--- src/rtl/apb_pkg.sv ---
// Shared definitions for the two-requester APB arbiter: default widths,
// access timeout and the transfer FSM state encoding.
package apb_pkg;

  localparam int APB_ADDR_WIDTH = 10;
  localparam int APB_DATA_WIDTH = 32;
  localparam int APB_TIMEOUT    = 16;

  typedef enum logic [1:0] {
    IDLE   = 2'd0,
    SETUP  = 2'd1,
    ACCESS = 2'd2,
    RESP   = 2'd3
  } arb_state_t;

  function automatic logic [1:0] idx_to_onehot(input logic idx);
    return idx ? 2'b10 : 2'b01;
  endfunction

endpackage

--- src/rtl/apb_rr_arbiter.sv ---
// Two-way round-robin grant: one-hot grant from the pending requests and a
// pointer remembering which requester was granted last.
module apb_rr_arbiter
  import apb_pkg::*;
(
  input  logic       pclk,
  input  logic       PRESET,
  input  logic [1:0] req,
  input  logic       update,
  output logic [1:0] grant,
  output logic       last_grant
);

  // Under contention the requester that was not served last wins.
  always_comb begin
    grant = 2'b00;
    case (req)
      2'b01:   grant = 2'b01;
      2'b10:   grant = 2'b10;
      2'b11:   grant = idx_to_onehot(~last_grant);
      default: grant = 2'b00;
    endcase
  end

  // Pointer starts at 1 so requester 0 wins the first contention.
  always_ff @(posedge pclk) begin
    if (PRESET) begin
      last_grant <= 1'b1;
    end else if (update && (grant != 2'b00)) begin
      last_grant <= grant[1];
    end
  end

endmodule

--- src/rtl/apb_arbiter.sv ---
// Arbitrates two request ports onto one APB master: round-robin accept,
// SETUP/ACCESS sequencing with a pready timeout, one-cycle response pulse.
module apb_arbiter
  import apb_pkg::*;
#(
  parameter int ADDR_WIDTH = APB_ADDR_WIDTH,
  parameter int DATA_WIDTH = APB_DATA_WIDTH,
  parameter int TIMEOUT    = APB_TIMEOUT
) (
  input  logic                       pclk,
  input  logic                       PRESET,
  input  logic [1:0]                 req_valid,
  input  logic [1:0]                 req_write,
  input  logic [1:0][ADDR_WIDTH-1:0] req_addr,
  input  logic [1:0][DATA_WIDTH-1:0] req_wdata,
  output logic [1:0]                 req_ready,
  output logic [1:0]                 rsp_valid,
  output logic [DATA_WIDTH-1:0]      rsp_rdata,
  output logic                       rsp_err,
  output logic [ADDR_WIDTH-1:0]      paddr,
  output logic                       pwrite,
  output logic                       psel,
  output logic                       penable,
  output logic [DATA_WIDTH-1:0]      pwdata,
  input  logic [DATA_WIDTH-1:0]      prdata,
  input  logic                       pready
);

  localparam int TCW = (TIMEOUT > 1) ? $clog2(TIMEOUT) : 1;

  arb_state_t     state;
  logic [TCW-1:0] tcount;
  logic [1:0]     grant;
  logic           last_grant;
  logic           gidx;
  logic           accept;

  assign accept    = (state == IDLE) && (req_valid != 2'b00);
  assign req_ready = (state == IDLE) ? grant : 2'b00;
  assign gidx      = grant[1];

  apb_rr_arbiter u_rr (
    .pclk       (pclk),
    .PRESET     (PRESET),
    .req        (req_valid),
    .update     (accept),
    .grant      (grant),
    .last_grant (last_grant)
  );

  // The pointer is updated on every accept, so it also names the owner of
  // the transfer in flight and selects which rsp_valid bit to pulse.
  always_ff @(posedge pclk) begin
    if (PRESET) begin
      state     <= IDLE;
      tcount    <= '0;
      paddr     <= '0;
      pwrite    <= 1'b0;
      pwdata    <= '0;
      psel      <= 1'b0;
      penable   <= 1'b0;
      rsp_valid <= 2'b00;
      rsp_rdata <= '0;
      rsp_err   <= 1'b0;
    end else begin
      rsp_valid <= 2'b00;
      case (state)
        IDLE: begin
          if (accept) begin
            paddr  <= req_addr[gidx];
            pwrite <= req_write[gidx];
            pwdata <= req_wdata[gidx];
            psel   <= 1'b1;
            state  <= SETUP;
          end
        end
        SETUP: begin
          penable <= 1'b1;
          tcount  <= '0;
          state   <= ACCESS;
        end
        ACCESS: begin
          if (pready) begin
            psel      <= 1'b0;
            penable   <= 1'b0;
            rsp_rdata <= pwrite ? '0 : prdata;
            rsp_err   <= 1'b0;
            rsp_valid <= idx_to_onehot(last_grant);
            state     <= RESP;
          end else if (tcount == TCW'(TIMEOUT - 1)) begin
            psel      <= 1'b0;
            penable   <= 1'b0;
            rsp_rdata <= '0;
            rsp_err   <= 1'b1;
            rsp_valid <= idx_to_onehot(last_grant);
            state     <= RESP;
          end else begin
            tcount <= tcount + 1'b1;
          end
        end
        RESP: begin
          state <= IDLE;
        end
        default: begin
          state <= IDLE;
        end
      endcase
    end
  end

endmodule

--- config.mk ---
export PLATFORM = sky130hd
export DESIGN_NAME = apb_arbiter
export DESIGN_NICKNAME = d
export VERILOG_FILES = /design/src/rtl/apb_pkg.sv /design/src/rtl/apb_rr_arbiter.sv /design/src/rtl/apb_arbiter.sv
export SDC_FILE = /design/constraint.sdc
export NUM_CORES = 1
export LEC_CHECK = 0
export BUFFER_PORTS_ARGS = -buffer_cell sky130_fd_sc_hd__buf_2
export CAP_MARGIN = 40
export CORE_MARGIN = 5
export CORE_UTILIZATION = 43
export DETAILED_ROUTE_END_ITERATION = 7
export GPL_TIMING_DRIVEN = 0
export PLACE_DENSITY_LB_ADDON = 0.2
export SLEW_MARGIN = 5
export SYNTH_ARGS = -nofsm -noshare
export SYNTH_HDL_FRONTEND = slang
export SYNTH_SLANG_ARGS = --single-unit
--- constraint.sdc ---
create_clock -name pclk -period 1.9 [get_ports pclk]
set_clock_uncertainty 0.1 [all_clocks]
set_input_delay 0.38 -clock pclk [delete_from_list [all_inputs] [get_ports pclk]]
set_output_delay 0.38 -clock pclk [all_outputs]
set_load 0.005 [all_outputs]
=== Yosys cells after proc, flatten, opt, wreduce, memory -nomap -nowiden ===
Index checks and enable logic that the tools add are counted.

* Output and inout bits: 82
* Flip-flop bits (word level): 87
* Latch bits: 0
* Memory bits (writable): 0
* Memories kept: 0
* Logic and storage cells: 69
* Memory bits (read-only): 0

* Bitwise operators: 1
* Multiply operators: 0
* Order comparisons: 1
* Mux-type cells: 29
* Shift operators: 0
* Divide/modulo/power cells: 0
* Add/subtract/negate cells: 1
* Reduce and logical (&&, ||, !) cells: 15
* Eq/ne operators: 11

{| class="wikitable"
|+ Operators by type and width
! kind !! count
|-
| $mux 32 || 5
|-
| $mux 10 || 2
|-
| $mux 2 || 8
|-
| $reduce_bool 2->1 || 5
|-
| $eq 2x2->1 const B || 4
|-
| $mux 4 || 2
|-
| $pmux 2 s4 || 1
|-
| $pmux 4 s2 || 1
|-
| $reduce_and 2->1 || 4
|-
| $mux 1 || 7
|-
| $pmux 2 s3 || 1
|-
| $reduce_and 3->1 || 2
|-
| $add 4x1->4 const B || 1
|-
| $eq 2x1->1 const B || 2
|-
| $eq 4x4->1 const B || 1
|-
| $ne 2x2->1 const B || 2
|-
| $pmux 1 s2 || 2
|-
| $ne 3x3->1 const B || 1
|-
| $logic_and 1x1->1 || 2
|-
| $logic_not 2->1 || 1
|-
| $lt 1x2->1 const B || 1
|-
| $ne 2x1->1 const B || 1
|-
| $reduce_or 2->1 || 1
|-
| $not 1->1 || 1
|}

=== Longest topological paths before layout ===
Gate-level depths: netlist of the first run.

* Depth in word-level cells: 4
* Depth in mapped cells: 7
* Gate-level depth less buffers: 5

=== Cells and area by module ===
Synthesis of the first run repeated with hierarchy kept, for this count alone.

* Cell total of the unflattened synthesis: 335
* Area, all modules: 3754.9 µm²

{| class="wikitable"
|+ Modules (own cells, without submodules)
! module !! cells each !! area each (µm²) !! times used
|-
| apb_arbiter || 328 || 3693.5 || 1
|-
| apb_rr_arbiter || 7 || 61.3 || 1
|}

=== Least setup slack after synthesis of the first run ===
Ideal clock, no wire load.

* Kind: reg2out
* Start: register state[1]
* End: output req_ready[0]
* Setup slack: 215 ps
* Arrival time: 1205 ps
* Required time: 1420 ps
* Stages on the path, launching flop included: 6
* Cells stage by stage: dfxtp_1 -> inv_1 -> ha_1 -> nand2_1 -> clkbuf_1 -> nor2_1

* Cells in the longest elaborated chain, start to end: 2

{| class="wikitable"
|+ RTL lines
! element !! line !! text
|-
| from (decl) || apb_arbiter.sv:31 || <nowiki>arb_state_t state;</nowiki>
|-
| from (signal assigned) || apb_arbiter.sv:55 || <nowiki>state <= IDLE;</nowiki>
|-
| from (signal assigned) || apb_arbiter.sv:74 || <nowiki>state <= SETUP;</nowiki>
|-
| from (signal assigned) || apb_arbiter.sv:80 || <nowiki>state <= ACCESS;</nowiki>
|-
| $logic_not 2->1 || apb_arbiter.sv:39 || <nowiki>assign req_ready = (state == IDLE) ? grant : 2'b00;</nowiki>
|-
| $mux 2 || apb_arbiter.sv:39 ||
|-
| to (decl) || apb_arbiter.sv:16 || <nowiki>output logic [1:0] req_ready,</nowiki>
|}

Every way passes these cells.

=== Worst setup path in the final report of the first run ===
* Start: register state[1]
* End: output req_ready[1]

The elaborated chain is that of the path after synthesis.

==> key figures, run 1 <==
Run status
  – Status: finished, final reports clean

Yosys
  – Synthesized cell area: 3490 um^2
  – Synth area leaders: dfxtp_1, nor3_1, o32ai_1
  – Count of different cell masters after synthesis: 41
  – Async S/R FF share, synth: 0%
  – Top_reg_cell synth: dfxtp_1
  – Synth top area share: 49.9%
  – Sequential area share after synthesis: 49.9%
  – EDFF count, synth: 0
  – Syn nets: 472
  – Synthesis Warnings: 0
  – Syn_area_per_cell: 10.1 um^2
  – Synth cell count leaders: dfxtp_1, nor3_1, o32ai_1
  – Flops & latches, synth: 87
  – Cell count after synthesis: 344
  – Cell taking the most area after synthesis: dfxtp_1

Setup path
  – Max FO, Critical Path: 10
  – Req. time, crit path: 1.42 ns
  – WS Path Type: reg -> out
  – Origin of the worst setup path: state[1]
  – Startpoint Class: register
  – Worst R2R Start: state[0]
  – Critical path capture point type: output pin
  – R2r setup slk: 0.10 ns
  – Worst Path Arrival: 1.36 ns
  – Crit-path cells: inv_2 -> ha_4 -> nand2_8 -> buf_8 -> nor2_2 -> buf_2
  – Worst reg2reg endpoint: rsp_rdata[9]
  – Largest stage delay, worst path: 0.33 ns
  – Register-to-Register Path Depth: 7
  – Slowest cell on crit path: dfxtp_2

Drt
  – Drc violations: 0
  – Routed Antenna Nets: 0
  – Initial DRT Pass Iterations: 4
  – Vias/cell: 5.38
  – Overall routed net length: 11300 um
  – Routed len/inst: 16.8 um
  – Total number of vias: 3608
  – DR iter-0 viols: 86

STA
  – Worst Slack Setup Final: 0.0569 ns
  – Fin. Hold Viols: 0
  – Unrepaired setup endpoints after global routing: true
  – Max-slew violations: 0
  – Part of the cycle the worst path needs: 97.0%
  – Rel. slew slack: 64.3%
  – Setup violators final: 0
  – Fmax: 543 MHz
  – Final critical-path required period: 1.84 ns
  – Slew @ Worst Pin: 0.535 ns

Min path
  – WHS Path Cells: 2
  – Hold Path Sink: rsp_rdata[6]
  – Hold WC Path Type: in -> reg
  – Worst min-delay path startpoint: prdata[6]

Floorplanning
  – Die area: 10000 um^2
  – DIE WIDTH: 100 um
  – Rows: 32
  – IO Count: 205
  – Initial Util: 44.7%
  – Die H: 100 um
  – Core area: 7810 um^2

Clock tree
  – Post-CTS Hold Fix Bufs: 0
  – Clock buffer depth: 2
  – Clk pin slew, worst setup/hold paths: 0.10 ns
  – Clk sink count: 87
  – TritonCTS clock tree: yes
  – Worst-Skew Late Latency: 0.35 ns
  – Clk root buf: clkbuf_8
  – Total CTS buffers: 9
  – CTS H-tree lvls: 3

Placement
  – DP Area: 4640 um^2
  – DP Cell Count: 650
  – Gpl congestion: 0.796
  – DP HPWL: 8360 um
  – Dpl ws: -0.173 ns
  – Port Buffer Count: 204

Power
  – Peak supply drop: 707 uV
  – Leak: 2.28 nW
  – Cell area power density: 1350 nW/um^2

Layout
  – Share of post-route cells with drive strength above 1: 46.0%
  – Fin nets: 692
  – Layout overhead on the synthesized area: 42.4%
  – # fillers: 683
  – Post-route cell area: 4970 um^2
  – Final std cells w/o fill: 671
  – Final core occ: 63.6%
  – Antenna fix cells: 0

Global route
  – Overflow after GRT: 0
  – First-pass GRT wire length: 17700 um
  – Largest net degree at the start of global routing: 18
  – Vias in the first global route: 3640
  – Initial antenna violation count: 0
  – GRT Util Overall: 21.9%

Job
  – Max cap viols: 0
==> flip-flops by register name (all words and copies together) (netlist names), 2 cells and up <==
signal and flops:
state 2, pwdata 32, rsp_valid 2, tcount 4, paddr 10, rsp_rdata 32
==> per-layer routing <==
metal	part of all wire (%)	routed length [um]	up-vias	GRT usage (%)
li1	-	-	1783	-
met1	40	4520	1668	26.6
met2	49	5500	146	36.5
met3	9.8	1100	11	6.88
met4	1.2	137	0	7.56
met5	0	0	-	0
==> repair_timing <==
item	in CTS	in global routing
pin swaps	4	1
buffers inserted	7	1
resized for setup	17	2
setup endpoints to repair	2	2
==> cell usage in the layout (no fill, tap or decap), types with 4 or more instances in the layout <==
cell | synthesis | final
dfxtp_1 | 87 | 86
o21ai_0 | 4 | 4
nor3_1 | 87 | 87
buf_2 | 11 | 211
a22o_1 | 32 | 32
ha_1 | 5 | 4
clkbuf_8 | 0 | 9
buf_6 | 4 | 4
clkbuf_1 | 13 | 12
nand2b_1 | 5 | 5
o32ai_1 | 43 | 43
a211oi_1 | 5 | 5
buf_4 | 7 | 15
==> power breakdown <==
group	switching [mW]	internal, mW	leakage (nW)
sequential	0.236	2.25	0.714
combinational	1.41	1.33	1.46
clock	0.714	0.755	0.107
total	2.35	4.33	2.28
==> cell families (layout without fill, tap and decap cells) <==
kind of cell / after synthesis / after routing / share of synthesized area, %
flops: 87 / 87 / 49.9
compound gates: 98 / 98 / 24.1
fa+ha+maj: 5 / 5 / 1.79
simple gates: 111 / 111 / 16.8
mux: 3 / 3 / 0.861
buf+inv: 40 / 265 / 6.53
==> layout make-up <==
type                    count  area (um^2)  area share (%)
well taps                 102          128            2.57
plain buffers              35          219            4.41
multi-input cells         217         1560            31.5
flip-flops and latches     87         1740            35.1
repair buffers            212         1080            21.8
clock inverters             7          101            2.04
clock buffers               9          124            2.49
inverters                   2         7.51           0.151
==> worst max-delay path by stage <==
| stage | endpoint | slack (ns) |
|---|---|---|
| 6_report | req_ready[1] | 0.06 |
| 5_1_grt | req_ready[1] | -0.02 |
| 4_1_cts | req_ready[0] | 0.01 |
| 3_5_place_dp | req_ready[0] | -0.17 |
| 3_3_place_gp | req_ready[0] | -0.13 |
| 2_1_floorplan | req_ready[0] | 0.21 |
==> critical path, delay by kind of cell (launching register included) <==
family,cells,cell delay [ns]
flip-flops,1,0.33
buffers and inverters,3,0.32
adder cells (fa/ha/maj),1,0.21
AND/OR/NAND/NOR,2,0.15
==> metrics by stage <==
step / TNS [ns] / power, mW / hold WS, ns
3_3_place_gp: -0.130 / 4.93 / 0.351
4_1_cts: 0 / 6.73 / 0.117
6_report: 0 / 6.69 / 0.133
3_5_place_dp: -0.173 / 5.00 / 0.353
5_1_grt: -0.0205 / 7.12 / 0.117
2_1_floorplan: 0 / 4.06 / 0.365
Note: power is estimated with default switching activity, not from simulation.
==> run 2, diff against run 1 <==
==> constraint.sdc (replaced) <==
create_clock -name pclk -period 1.9 [get_ports pclk]
set_clock_uncertainty 0.1 [all_clocks]
set_input_delay 0 -clock pclk [delete_from_list [all_inputs] [get_ports pclk]]
set_output_delay 0 -clock pclk [all_outputs]
set_load 0.005 [all_outputs]
==> key figures, run 2 (synthesis results as in run 1) <==
Run status
  – Status: finished, final reports clean (unchanged)

Placement
  – Gpl congestion: 0.796 (unchanged)
  – DP HPWL: 8360 um (unchanged)
  – Port Buffer Count: 204 (unchanged)
  – DP Cell Count: 650 (unchanged)

Layout
  – Final std cells w/o fill: 788 (was 671)
  – Fin nets: 809 (was 692)
  – Antenna fix cells: 0 (unchanged)
  – Commonest cells after routing, fill and taps aside: buf_2, dlygate4sd3_1, dfxtp_1 (was buf_2, nor3_1, dfxtp_1)
  – Share of post-route cells with drive strength above 1: 38.3% (was 46.0%)
  – # fillers: 483 (was 683)
  – Final core occ: 78.7% (was 63.6%)
  – Layout overhead on the synthesized area: 76.1% (was 42.4%)
  – Top flop regs: pwdata: 32 flops, rsp_rdata: 32 flops, paddr: 10 flops (unchanged)
  – Commonest non-fill, non-tap cell in the layout: buf_2 (unchanged)

Drt
  – Total number of vias: 4447 (was 3608)
  – Initial DRT Pass Iterations: 5 (was 4)
  – Vias/cell: 5.64 (was 5.38)
  – Drc violations: 0 (unchanged)
  – DR iter-0 viols: 281 (was 86)
  – Routed len/inst: 19.1 um (was 16.8 um)
  – Routed Antenna Nets: 0 (unchanged)
  – Overall routed net length: 15100 um (was 11300 um)

Global route
  – First-pass GRT wire length: 23100 um (was 17700 um)
  – Largest net degree at the start of global routing: 17 (was 18)
  – GRT Util Overall: 28.8% (was 21.9%)
  – Vias in the first global route: 4634 (was 3640)
  – Initial antenna violation count: 0 (unchanged)
  – Overflow after GRT: 0 (unchanged)

Clock tree
  – Total CTS buffers: 9 (unchanged)
  – CTS H-tree lvls: 3 (unchanged)
  – Clock buffer depth: 2 (unchanged)
  – TritonCTS clock tree: yes (unchanged)
  – Clk pin slew, worst setup/hold paths: 0.09 ns (was 0.10 ns)
  – Clk root buf: clkbuf_8 (unchanged)
  – Worst-Skew Late Latency: 0.36 ns (was 0.35 ns)
  – Clk sink count: 87 (unchanged)
  – # Post-CTS Setup Buffers: 0 (was 7)

Setup path
  – Crit-path cells: inv_1 -> ha_4 -> nand2_2 -> clkbuf_2 -> o32ai_2 -> nor3_1 (was inv_2 -> ha_4 -> nand2_8 -> buf_8 -> nor2_2 -> buf_2)
  – Critical path capture point type: register (was output pin)
  – Startpoint Class: register (unchanged)
  – Register-to-Register Path Depth: 6 (was 7)
  – Req. time, crit path: 2.04 ns (was 1.42 ns)
  – WS Path Type: reg -> reg (was reg -> out)
  – Max FO, Critical Path: 10 (unchanged)
  – Slowest cell on crit path: dfxtp_1 (was dfxtp_2)
  – Worst Path Arrival: 1.97 ns (was 1.36 ns)
  – Largest stage delay, worst path: 0.38 ns (was 0.33 ns)

STA
  – Part of the cycle the worst path needs: 96.0% (was 97.0%)
  – Slew @ Worst Pin: 0.554 ns (was 0.535 ns)
  – Post-route setup TNS: 0 ns (unchanged)
  – Setup violators final: 0 (unchanged)
  – Unrepaired setup endpoints after global routing: false (was true)
  – Max-slew violations: 0 (unchanged)
  – Fmax: 548 MHz (was 543 MHz)
  – Final critical-path required period: 1.82 ns (was 1.84 ns)
  – Fin. Hold Viols: 0 (unchanged)
  – Rel. slew slack: 63.0% (was 64.3%)

Job
  – Max cap viols: 0 (unchanged)

Power
  – Peak supply drop: 668 uV (was 707 uV)
  – Cell area power density: 1130 nW/um^2 (was 1350 nW/um^2)
  – Leak: 2.78 nW (was 2.28 nW)

Floorplanning
  – Initial Util: 44.7% (unchanged)
  – Die area: 10000 um^2 (unchanged)
  – Core area: 7810 um^2 (unchanged)
  – IO Count: 205 (unchanged)
  – Die H: 100 um (unchanged)
  – Rows: 32 (unchanged)
  – DIE WIDTH: 100 um (unchanged)

Min path
  – Hold WC Path Type: in -> reg (unchanged)
  – WHS Path Cells: 3 (was 2)
[run 2: timing repair]
action	4_1_cts	5_1_grt
hold buffers	122	0
endpoints found under the setup margin	1	37
gates resized for setup	2	16
endpoints found under the hold margin	80	0
[run 2: final timing paths]
kind,from,endpoint,slack [ns]
worst min-delay path,prdata[6],rsp_rdata[6],0.29
worst max-delay path,state[1],pwdata[3],0.08
worst min register to register,rsp_rdata[16],rsp_rdata[16],0.38
worst max register to register,state[1],pwdata[3],0.08
[run 2: per-stage QoR]
stage / setup slack (ns) / power, mW / hold WS [ns] / instance area, um^2
final: 0.0753 / 6.96 / 0.292 / 6140
after global routing: 0.00559 / 7.32 / 0.296 / 6140
after CTS: 0.0102 / 6.67 / 0.274 / 6090
after detailed placement: 0.0407 / 5.00 / 0.122 / 4640
after global placement: 0.143 / 4.93 / 0.117 / 4640
after floorplan: 0.323 / 4.06 / -0.00221 / 3490
[run 2: cell type report]
cell class / count / area (um^2) / area share (%)
Sequential cell: 87 / 1740 / 28.4
Timing Repair Buffer: 326 / 2240 / 36.5
Clock inverter: 7 / 101 / 1.65
Inverter: 2 / 7.51 / 0.122
Multi-Input combinational cell: 217 / 1570 / 25.5
Clock buffer: 9 / 124 / 2.02
Tap cell: 102 / 128 / 2.08
Buffer: 38 / 229 / 3.73
[run 2: metal layers]
metal	global-route usage, %	part of all wire (%)	up-vias
li1	-	-	2021
met1	32.2	37	2022
met2	48.8	48	319
met3	7.78	10	85
met4	17.4	5.6	0
met5	0	0	-
[run 2: power by group]
group / internal [mW] / leakage (nW) / total (mW) / switching [mW]
clock: 0.755 / 0.107 / 1.47 / 0.719
combinational: 1.39 / 1.96 / 2.95 / 1.56
sequential: 2.25 / 0.714 / 2.53 / 0.280
total: 4.40 / 2.78 / 6.96 / 2.56
[run 2: critical path, delay by kind of cell (launching register included)]
family / cells / cell delay [ns]
AOI/OAI and AO/OA: 1 / 0.15
DFF: 1 / 0.38
buffers and inverters: 2 / 0.42
and+or+nand+nor: 2 / 0.47
adders and majority gates: 1 / 0.19
==> run 3, diff against run 2 <==
--- a/config.mk
+++ b/config.mk
@@ -5,10 +5,11 @@
 export SDC_FILE = /design/constraint.sdc
 export NUM_CORES = 1
 export LEC_CHECK = 0
+export ABC_AREA = 1
 export BUFFER_PORTS_ARGS = -buffer_cell sky130_fd_sc_hd__buf_2
 export CAP_MARGIN = 40
 export CORE_MARGIN = 5
-export CORE_UTILIZATION = 43
+export CORE_UTILIZATION = 45
 export DETAILED_ROUTE_END_ITERATION = 7
 export GPL_TIMING_DRIVEN = 0
 export PLACE_DENSITY_LB_ADDON = 0.2
==> key figures, run 3 <==
Run status
  – Status: finished, final reports clean (unchanged)

STA
  – Slew @ Worst Pin: 0.655 ns (was 0.554 ns)
  – Worst Slack Setup Final: 0.113 ns (was 0.0753 ns)
  – Final critical-path required period: 1.79 ns (was 1.82 ns)
  – Post-route setup TNS: 0 ns (unchanged)
  – Part of the cycle the worst path needs: 94.0% (was 96.0%)
  – Hold_ws: 0.0218 ns (was 0.292 ns)
  – Fmax: 560 MHz (was 548 MHz)
  – Fin. Hold Viols: 0 (unchanged)
  – Unrepaired setup endpoints after global routing: false (unchanged)
  – Max-slew violations: 0 (unchanged)
  – Setup violators final: 0 (unchanged)
  – Rel. slew slack: 56.3% (was 63.0%)

Clock tree
  – Total CTS buffers: 9 (unchanged)
  – Clk root buf: clkbuf_8 (unchanged)
  – Worst-Skew Late Latency: 0.35 ns (was 0.36 ns)
  – Clock buffer depth: 2 (unchanged)
  – # Post-CTS Setup Buffers: 0 (unchanged)
  – Clk sink count: 87 (unchanged)
  – Clk pin slew, worst setup/hold paths: 0.09 ns (about the same)
  – TritonCTS clock tree: yes (unchanged)
  – CTS H-tree lvls: 3 (unchanged)

Yosys
  – Syn nets: 732 (was 472)
  – Synthesized cell area: 3870 um^2 (was 3490 um^2)
  – Post-synthesis share of cell area spent on full adders, half adders and majority gates: 1.62% (was 1.79%)
  – Cell count after synthesis: 604 (was 344)
  – Synth Area in Compound Gates: 6.20% (was 24.1%)
  – EDFF count, synth: 0 (unchanged)
  – Async S/R FF share, synth: 0% (unchanged)
  – Syn_area_per_cell: 6.41 um^2 (was 10.1 um^2)
  – Flops & latches, synth: 87 (unchanged)
  – Synth area leaders: dfxtp_1, nor2_1, nand2_1 (was dfxtp_1, nor3_1, o32ai_1)
  – Sequential area share after synthesis: 45.0% (was 49.9%)
  – Multiplexer share of the synthesized area: 0% (was 0.861%)
  – Post-Synth XOR/XNOR Area: 0% (unchanged)
  – Post-Synth Simple-Gate Area: 41.2% (was 16.8%)
  – Most common cell in the synthesized netlist: nor2_1
  – Count of different cell masters after synthesis: 19 (was 41)
  – Cell taking the most area after synthesis: dfxtp_1 (unchanged)
  – Top_reg_cell synth: dfxtp_1 (unchanged)
  – Largest family of logic cells by synthesized area: simple AND/OR/NAND/NOR gates (was compound AO/OA/AOI/OAI gates)
  – Synthesis Warnings: 0 (unchanged)
  – Synth cell count leaders: nor2_1, nand2_1, dfxtp_1 (was dfxtp_1, nor3_1, o32ai_1)
  – Synth top area share: 45.0% (was 49.9%)

Power
  – Cell area power density: 1140 nW/um^2 (was 1130 nW/um^2)
  – Leak: 3.27 nW (was 2.78 nW)
  – Peak supply drop: 608 uV (was 668 uV)

Global route
  – Grt met2 use: 49.6% (was 48.8%)
  – GR Util met3: 8.25% (was 7.78%)
  – Initial antenna violation count: 0 (unchanged)
  – Overflow after GRT: 0 (unchanged)
  – GRT Max-Usage Layer: met2 (unchanged)
  – Largest net degree at the start of global routing: 17 (unchanged)
  – GRT Util Overall: 28.5% (was 28.8%)
  – Vias in the first global route: 5298 (was 4634)
  – GRT met1 Usage: 30.5% (was 32.2%)
  – First-pass GRT wire length: 23900 um (was 23100 um)

Job
  – Max cap viols: 0 (unchanged)

Layout
  – Layout overhead on the synthesized area: 67.1% (was 76.1%)
  – Share of post-route cells with drive strength above 1: 26.4% (was 38.3%)
  – Top flop regs: pwdata: 32 flops, rsp_rdata: 32 flops, paddr: 10 flops (unchanged)
  – # fillers: 561 (was 483)
  – Final std cells w/o fill: 1046 (was 788)
  – Post-route cell area: 6470 um^2 (was 6140 um^2)
  – Fin nets: 1064 (was 809)
  – Commonest cells after routing, fill and taps aside: nor2_1, buf_2, nand2_1 (was buf_2, dlygate4sd3_1, dfxtp_1)
  – Commonest non-fill, non-tap cell in the layout: nor2_1 (was buf_2)
  – Antenna fix cells: 0 (unchanged)

Drt
  – Total number of vias: 5196 (was 4447)
  – Drc violations: 0 (unchanged)
  – Overall routed net length: 15300 um (was 15100 um)
  – DR iter-0 viols: 236 (was 281)
  – Initial DRT Pass Iterations: 6 (was 5)
  – Routed len/inst: 14.6 um (was 19.1 um)
  – Vias/cell: 4.97 (was 5.64)
  – Routed Antenna Nets: 0 (unchanged)

Floorplanning
  – DIE WIDTH: 103 um (was 100 um)
  – Rows: 33 (was 32)
  – IO Count: 205 (unchanged)
  – Die H: 103 um (was 100 um)
  – Die area: 10600 um^2 (was 10000 um^2)
  – Core area: 8300 um^2 (was 7810 um^2)
  – Initial Util: 46.7% (was 44.7%)

Setup path
  – Worst R2R Start: state[0] (was state[1])
  – Max FO, Critical Path: 10 (unchanged)
  – WS Path Type: reg -> reg (unchanged)
  – Startpoint Class: register (unchanged)
  – Req. time, crit path: 2.08 ns (was 2.04 ns)
  – Origin of the worst setup path: state[0] (was state[1])
  – Worst Path Arrival: 1.97 ns (about the same)
  – Critical path capture point type: register (unchanged)
  – Register-to-Register Path Depth: 9 (was 6)

Placement
  – Port Buffer Count: 202 (was 204)
  – Gpl congestion: 0.782 (was 0.796)
  – DP Area: 5010 um^2 (was 4640 um^2)
  – DP HPWL: 9350 um (was 8360 um)
  – Dpl ws: 0.163 ns (was 0.0407 ns)
  – DP Cell Count: 911 (was 650)

Min path
  – Worst min-delay path startpoint: req_valid[1] (was prdata[6])
  – Hold WC Path Type: in -> reg (unchanged)
  – WHS Path Cells: 4 (was 3)
[run 3: changes by cell type after synthesis, moves of 5 or more]
cell	delta
inv_1	+14
o32ai_1	-43
nor2_1	+225
nand2b_1	-5
a22o_1	-32
nor3_1	-85
a21oi_1	+35
nand2_1	+177
[run 3: worst paths after layout]
kind | end | slack [ns]
worst min register to register | rsp_valid[0] | 0.35
worst max register to register | pwdata[4] | 0.11
worst min-delay path | pwdata[20] | 0.02
worst max-delay path | pwdata[4] | 0.11
[run 3: power breakdown]
| part | total (mW) | internal (mW) | switching (mW) |
|---|---|---|---|
| Combinational | 3.22 | 1.32 | 1.91 |
| Clock | 1.61 | 0.892 | 0.721 |
| Sequential | 2.56 | 2.30 | 0.258 |
[run 3: cell type report]
| type | instances | area (um^2) | area share (%) |
|---|---|---|---|
| buffer | 32 | 171 | 2.65 |
| inverter | 17 | 63.8 | 0.986 |
| tap | 105 | 131 | 2.03 |
| clock buffer | 9 | 124 | 1.91 |
| sequential | 87 | 1740 | 26.9 |
| multi-input combinational | 468 | 1910 | 29.5 |
| timing repair buffer | 321 | 2200 | 34.0 |
| clock inverter | 7 | 126 | 1.95 |
[run 3: critical path: stages, from the launching register on]
cell and delay, ns:
dfxtp_1 0.31, inv_1 0.13, ha_2 0.28, inv_2 0.08, nor2_4 0.22, buf_4 0.22, nor2_1 0.06, nor2_1 0.11
nand2_1 0.09, nor2_1 0.13
[run 3: cells by family (layout without fill, tap and decap cells)]
| family | count (synthesis) | after routing |
|---|---|---|
| simple gates | 419 | 419 |
| flops | 87 | 87 |
| buf+inv | 49 | 386 |
| compound gates | 44 | 44 |
| fa+ha+maj | 5 | 5 |
[run 3: stage by stage]
stage | power (mW) | util [%]
after floorplan | 4.41 | -
after global placement | 5.36 | 60.4
after detailed placement | 5.46 | 60.4
after CTS | 7.26 | 77.8
after global routing | 7.95 | 78.0
final | 7.39 | 78.0
[run 3: per-layer routing]
metal  wire (um)  share of wire, %  vias to the layer above
met5           0                 0                        -
met4         862               5.6                        0
met3        1590                10                       93
met2        7300                48                      337
met1        5520                36                     2268
li1            -                 -                     2498
[run 3: repair_timing]
action / CTS / global route
endpoints found under the hold margin: 76 / 0
hold buffers: 119 / 0
setup endpoints to repair: 0 / 20
resized for setup: 0 / 5
